### config.mk
export PLATFORM = sky130hd
export DESIGN_NAME = game_piece_display
export DESIGN_NICKNAME = d
export VERILOG_FILES = /design/src/rtl/game_piece_display.sv
export SDC_FILE = /design/constraint.sdc
export NUM_CORES = 1
export LEC_CHECK = 0
export CAP_MARGIN = 25
export CORE_MARGIN = 2
export CORE_UTILIZATION = 40
export DETAILED_ROUTE_END_ITERATION = 6
export PLACE_DENSITY_LB_ADDON = 0.3
export SYNTH_ARGS = -nofsm -noshare
export SYNTH_HDL_FRONTEND = slang
export SYNTH_SLANG_ARGS = --single-unit
### constraint.sdc
create_clock -name iClk -period 13.7 [get_ports iClk]
set_clock_uncertainty 0.05 [all_clocks]
set_input_delay 2.74 -clock iClk [delete_from_list [all_inputs] [get_ports iClk]]
set_output_delay 2.74 -clock iClk [all_outputs]
set_load 0.005 [all_outputs]
### src/rtl/game_piece_display.sv
// ---------------------------------------------------------------------------
// game_piece_display
//   Per-pixel overlay that flags pixels inside the Player 1 / Player 2 pieces
//   on the 8x8 serpentine board. Board positions are latched once per frame
//   (at pixel (0,0)) so a piece never tears mid-frame. Flags are registered:
//   the flag for (iX,iY) appears one clock after that coordinate.
//
//   Build option: define PIECE_RING_EN to draw each piece as a ring
//   ((RADIUS-3)^2 < d2 <= RADIUS^2) instead of a filled disc (d2 <= RADIUS^2).
//
// Ports:
//   iClk     in   pixel clock
//   iRst     in   asynchronous reset, active-low
//   iX, iY   in   current pixel coordinate (10 bits each)
//   iP1_Pos  in   P1 board position 0..63
//   iP2_Pos  in   P2 board position 0..63
//   oIs_P1   out  pixel lies inside P1 piece (registered)
//   oIs_P2   out  pixel lies inside P2 piece (registered)
// ---------------------------------------------------------------------------
module game_piece_display #(
    parameter int BOARD_X0 = 128,
    parameter int BOARD_Y0 = 48,
    parameter int CELL     = 48,
    parameter int RADIUS   = 10
) (
    input  logic       iClk,
    input  logic       iRst,
    input  logic [9:0] iX,
    input  logic [9:0] iY,
    input  logic [5:0] iP1_Pos,
    input  logic [5:0] iP2_Pos,
    output logic       oIs_P1,
    output logic       oIs_P2
);

    localparam logic [10:0] X0    = 11'(BOARD_X0);
    localparam logic [10:0] Y0    = 11'(BOARD_Y0);
    localparam logic [10:0] CW    = 11'(CELL);
    localparam logic [10:0] OFF1  = 11'(CELL / 3);
    localparam logic [10:0] OFF2  = 11'(2 * CELL / 3);
    localparam logic [10:0] OFFY  = 11'(CELL / 2);
    localparam logic signed [22:0] R2    = 23'(RADIUS * RADIUS);
    localparam logic signed [22:0] R_IN2 = 23'((RADIUS - 3) * (RADIUS - 3));

    logic [5:0]  p1_pos;
    logic [5:0]  p2_pos;
    logic [10:0] p1_cx, p1_cy, p2_cx, p2_cy;
    logic        hit1, hit2;

    // Serpentine: odd rows (counted from the bottom) run right-to-left.
    function automatic logic [10:0] centre_x(input logic [5:0] pos, input logic [10:0] off);
        logic [2:0] col;
        col = pos[3] ? ~pos[2:0] : pos[2:0];
        return X0 + 11'(col) * CW + off;
    endfunction

    // Board row 0 is at the bottom of the screen: physical row = 7 - r = ~r.
    function automatic logic [10:0] centre_y(input logic [5:0] pos);
        logic [2:0] row;
        row = ~pos[5:3];
        return Y0 + 11'(row) * CW + OFFY;
    endfunction

    function automatic logic in_piece(input logic [9:0] x, input logic [9:0] y,
                                      input logic [10:0] cx, input logic [10:0] cy);
        logic signed [10:0] dx, dy;
        logic signed [22:0] ex, ey, d2;
        // 11-bit wrap-around subtraction reinterpreted as signed gives the
        // exact difference since all operands are below 1024.
        dx = $signed({1'b0, x} - cx);
        dy = $signed({1'b0, y} - cy);
        ex = {{12{dx[10]}}, dx};
        ey = {{12{dy[10]}}, dy};
        d2 = ex * ex + ey * ey;
`ifdef PIECE_RING_EN
        return (d2 > R_IN2) && (d2 <= R2);
`else
        return d2 <= R2;
`endif
    endfunction

    always_comb begin
        p1_cx = centre_x(p1_pos, OFF1);
        p1_cy = centre_y(p1_pos);
        p2_cx = centre_x(p2_pos, OFF2);
        p2_cy = centre_y(p2_pos);
        hit1  = in_piece(iX, iY, p1_cx, p1_cy);
        hit2  = in_piece(iX, iY, p2_cx, p2_cy);
    end

    always_ff @(posedge iClk or negedge iRst) begin
        if (!iRst) begin
            p1_pos <= '0;
            p2_pos <= '0;
            oIs_P1 <= 1'b0;
            oIs_P2 <= 1'b0;
        end else begin
            if (iX == '0 && iY == '0) begin
                p1_pos <= iP1_Pos;
                p2_pos <= iP2_Pos;
            end
            oIs_P1 <= hit1;
            oIs_P2 <= hit2;
        end
    end

endmodule

After elaboration in Yosys (flattened, before gate mapping)
Index checks and enable logic that the tools add are counted.
Storage, ports and cells
  register bits: 14
  bits of input ports: 34
  output and inout port bits: 2
  word-level logic and storage cells: 37
Cells by class
  add/sub/neg operators: 14
  multipliers: 8
  magnitude comparators: 2
  multiplexer cells: 2
  bitwise gates (word level): 4
  reductions and logical operators: 3
Operators with widths (count)
  $mul 11x11->22: 4
  $add 22x22->23: 2
  $le 23x8->1 const B: 2
  $sub 10x11->11: 4
  $add 10x5->11 const B: 3
  $add 6x9->10 const A: 2
  $add 8x9->10 const A: 2
  $logic_not 10->1: 2
  $mul 3x2->5 const B: 4
  $not 3->3: 4
  $add 10x6->11 const B: 1
  $mux 3: 2
  $logic_and 1x1->1: 1

Logic depth before layout (Yosys ltp)
  word-level depth: 9
  mapped depth: 37
  mapped depth without buffers: 37

Worst setup path before layout
OpenSTA, ideal clock, no wires.
  kind: in2reg
  start point: in iY[1]
  end point: reg oIs_P1
  library setup time: 0.095 ns
  data arrival time: 10.828 ns
  required time: 13.555 ns
  setup slack: 2.727 ns
  cell stages on the path: 29
  buffers on the path: 2
  cell sequence: clkbuf_1 -> inv_1 -> buf_1 -> ha_1 -> o31ai_1 -> inv_1 -> o21ai_1 -> inv_2 -> and2_1 -> inv_1 -> fa_1 -> fa_1 -> inv_1 -> fa_1 -> fa_1 -> inv_1 -> fa_1 -> fa_1 -> inv_1 -> fa_1 -> ha_1 -> or3_1 -> nor2_1 -> a21oi_2 -> xor2_1 -> or4_4 -> nor4b_2 -> nand4_1 -> o31ai_1
On the way
  word-level cells in the longest chain between the ends: 4
RTL lines
  start: declaration: line 29  | input logic [9:0] iY,
  $sub 10x11->11: line 71  | dy = $signed({1'b0, y} - cy);
  $mul 11x11->22: line 74  | d2 = ex * ex + ey * ey;
  $add 22x22->23: line 74
  $le 23x8->1: line 78  | return d2 <= R2;
  named net hit1: line 48  | logic hit1, hit2;
  end signal: assignment: line 102  | oIs_P1 <= hit1;
  end: declaration: line 32  | output logic oIs_P1,
The timed path passes the listed nets, and every way through them passes these cells.
A chain may end at the register's enable or synchronous reset.

Worst setup path after layout
  start point: in iY[1]
  end point: reg oIs_P2
On the way
  word-level cells in the longest chain between the ends: 4
RTL lines
  $sub 10x11->11: line 71
  $mul 11x11->22: line 74
  $add 22x22->23: line 74
  $le 23x8->1: line 78
  named net hit2: line 48
  end signal: assignment: line 103  | oIs_P2 <= hit2;
  end: declaration: line 33  | output logic oIs_P2
The timed path passes the listed nets, and every way through them passes these cells.

==> key figures <==
Worst setup path
  • Setup crit end kind: register
  • WP buf/inv: 9
  • Largest fanout on the critical path: 16
  • Cell family with most CP delay: adder cells
  • Most frequent cell on the critical path: fa_1
  • Crit path arrival time: about 12 ns
  • CP Class: input pin to register
  • CP required: 13.85 ns
  • CP peak stage delay: slightly above 0.6 ns
  • Slowest cell on crit path: fa_1
  • Crit path launch type: input pin

Floorplanning
  • Starting density of the core: 0.406
  • Die ar.: approximately 0.050 mm2
  • Ports: 36
  • Core Box Area: roughly 0.048 mm2
  • Die height: ~220 um
  • Row count: 80
  • Die width: around 220 um

Yosys
  • Synth Area in Compound Gates: 0.0638
  • Adder-cell share of the synthesized area: 0.650
  • Yosys reg bits: 14
  • Syn Std Cell Area: just under 0.02 mm2
  • Synth warn: 0
  • Mux contribution to synthesized area: 0.00668
  • Mean post-synth cell area: between 9 and 10 um2
  • Synth top area share: 0.508
  • Post-synthesis xor/xnor area fraction: 0.0373
  • Cell type with the largest total area after synthesis: fa_1
  • Main synth FF type: dfrtp_1
  • Synth top area cells: fa_1 51%, ha_1 14%, inv_1 13%, nand2_1 3.2%, xnor2_1 2.7%
  • Gate Count Post-Synth: 2100
  • Largest family of logic cells by synthesized area: adder cells
  • EDFF count, synth: 0
  • Post-Syn Nets: 2850
  • Register area share after synthesis: 0.0180
  • Simple-Gate Fraction of Synth Area: 0.0894
  • Yosys cell types: 63
  • Post-synth ARST share: 1.00

Cells and area
  • Area growth from synthesis to layout: 6.77%
  • Most common cell after layout, fill and taps aside: inv_1
  • Ant. Diodes: 0
  • Layout Nets: between 2000 and 3000
  • Share of layout cells above drive strength 1: 0.0294
  • Final Util: 0.434
  • Most frequent cells in the layout: 657 x inv_1, 494 x fa_1, 222 x ha_1

Global routing
  • First-pass GRT wire length: 75.3 mm
  • Overflow after GRT: 0
  • Initial antenna violation count: 1
  • GRT Total Usage: 0.190
  • Vias in the first global route: between 10000 and 15000
  • Largest net degree at the start of global routing: 25

Placement
  • GPL Wtd Cong: 0.883
  • DP Wirelength: between 30 and 40 mm
  • Port bufs: 35

Routing
  • Routed WL per cell: approximately 16 um
  • Via count: around 13000
  • Total wire length: between 40 and 50 mm
  • 1st-pass router iterations: 5
  • # DRC: 0
  • Starting DRT DRC Count: roughly 870
  • Vias per cell: around 4.9
  • Routed Antenna Nets: 0

STA
  • Hold Vio Cnt, Final: 0
  • Setup TNS: 0 ns
  • Slew Limit Fails: 0
  • Tcrit/Tclk final: 0.893
  • Rel. slew slack: 0.391
  • RSZ-0062 raised after global routing: false
  • Fin Hold WS: between 0.4 and 0.5 ns
  • Final setup violation count: 0
  • Fin crit period: around 12 ns
  • Fmax: roughly 80 MHz
  • Slew @ Worst Pin: slightly above 0.9 ns

Outcome
  • Status: completed

Clock tree
  • CTS Root Cell: clkbuf_16
  • Clock sink total: 14
  • Clk Latency, worst-skew pair: ~0.27 ns
  • Max Buffers Root-to-Sink: 2
  • Htree depth: 1
  • CTS tree: done
  • PostCTS Resize Cnt: 0
  • Clock transition at path regs: ~0.060 ns
  • Post-CTS Setup Repair Bufs: 0
  • Cts hold-fix bufs: 0
  • CTS Buf Count: 3

Job
  • Max_cap viols: 0

Hold path
  • Hold Crit Class: register to register
==> synthesized netlist by cell type (all sizes together), types with 3 or more instances <==
master,number
fa,494
a21o,40
mux2i,4
o21a,10
a2111oi,4
or3,5
o41ai,3
a31o,3
inv,678
and3,8
nand2,168
o2111ai,3
nor2,119
mux2,8
o21bai,4
ha,222
nand4,5
xnor2,61
nor2b,10
nor3,11
and2,29
nand3,7
nand2b,14
xor2,22
o22ai,3
nor4,5
o211ai,4
a31oi,10
or4,3
dfrtp,14
a21oi,43
a211oi,7
or2,3
o21ai,38
clkbuf,16
==> worst reg2reg max path: cells and delay by family (launching register included) <==
family                   cells  cell delay, ns
AO/OA/AOI/OAI                8            1.73
flip-flops                   1            0.42
adder cells (fa/ha/maj)     12            5.16
XOR/XNOR                     1            0.15
buffers and inverters        8            1.01
AND/OR/NAND/NOR              5            1.36
==> stage by stage <==
step | worst slack [ns] | instance area, um2 | cells
after CTS | 1.50 | 20800 | 2757
final | 1.46 | 20800 | 2757
after global routing | 0.850 | 20800 | 2757
after floorplan | 2.73 | 19500 | 2100
after global placement | 1.34 | 20700 | 2752
after detailed placement | 1.23 | 20700 | 2754
==> layout make-up <==
class / count / area [um2]
fill: 4652 / 27100
multi-input combinational: 1388 / 16500
inverter: 680 / 2550
tap: 615 / 769
timing repair buffer: 57 / 536
sequential: 14 / 350
clock buffer: 3 / 75.1
==> sequential cells by signal, indices dropped and copies added, names as in the netlist <==
register and flops:
oIs_P2 1, oIs_P1 1, p2_pos 6, p1_pos 6
==> cells by family after synthesis <==
kind of cell / after synthesis
adders and majority gates: 716
buffers and inverters: 698
and+or+nand+nor: 391
AOI/OAI and AO/OA: 186
xor gates and xnor gates: 83
DFF: 14
muxes: 12
==> path summary, 6_finish.rpt <==
path / slack (ns) / cells past startpoint / to / startpoint
max: 1.46 / 32 / oIs_P2 / iY[1]
min: 0.47 / 1 / p2_pos[2] / p2_pos[2]
max reg2reg: 3.79 / 34 / oIs_P2 / p2_pos[3]
min reg2reg: 0.47 / 1 / p2_pos[2] / p2_pos[2]
max in group asynchronous: 10.53 / 2 / p2_pos[5] / iRst
min in group asynchronous: 2.67 / 1 / p1_pos[0] / iRst
==> metal layers <==
metal / global-route usage / share of wire / wire length, um / up-vias
met2: 0.318 / 0.48 / 21200 / 340
li1: - / - / - / 6243
met1: 0.268 / 0.45 / 19900 / 6769
met4: 0.0320 / 0.018 / 782 / 2
met5: 0 / 0.00036 / 16 / -
met3: 0.0229 / 0.057 / 2530 / 49
Power is not shown: default switching activity piles up to over one toggle a cycle in this logic, so the estimate is an artifact.
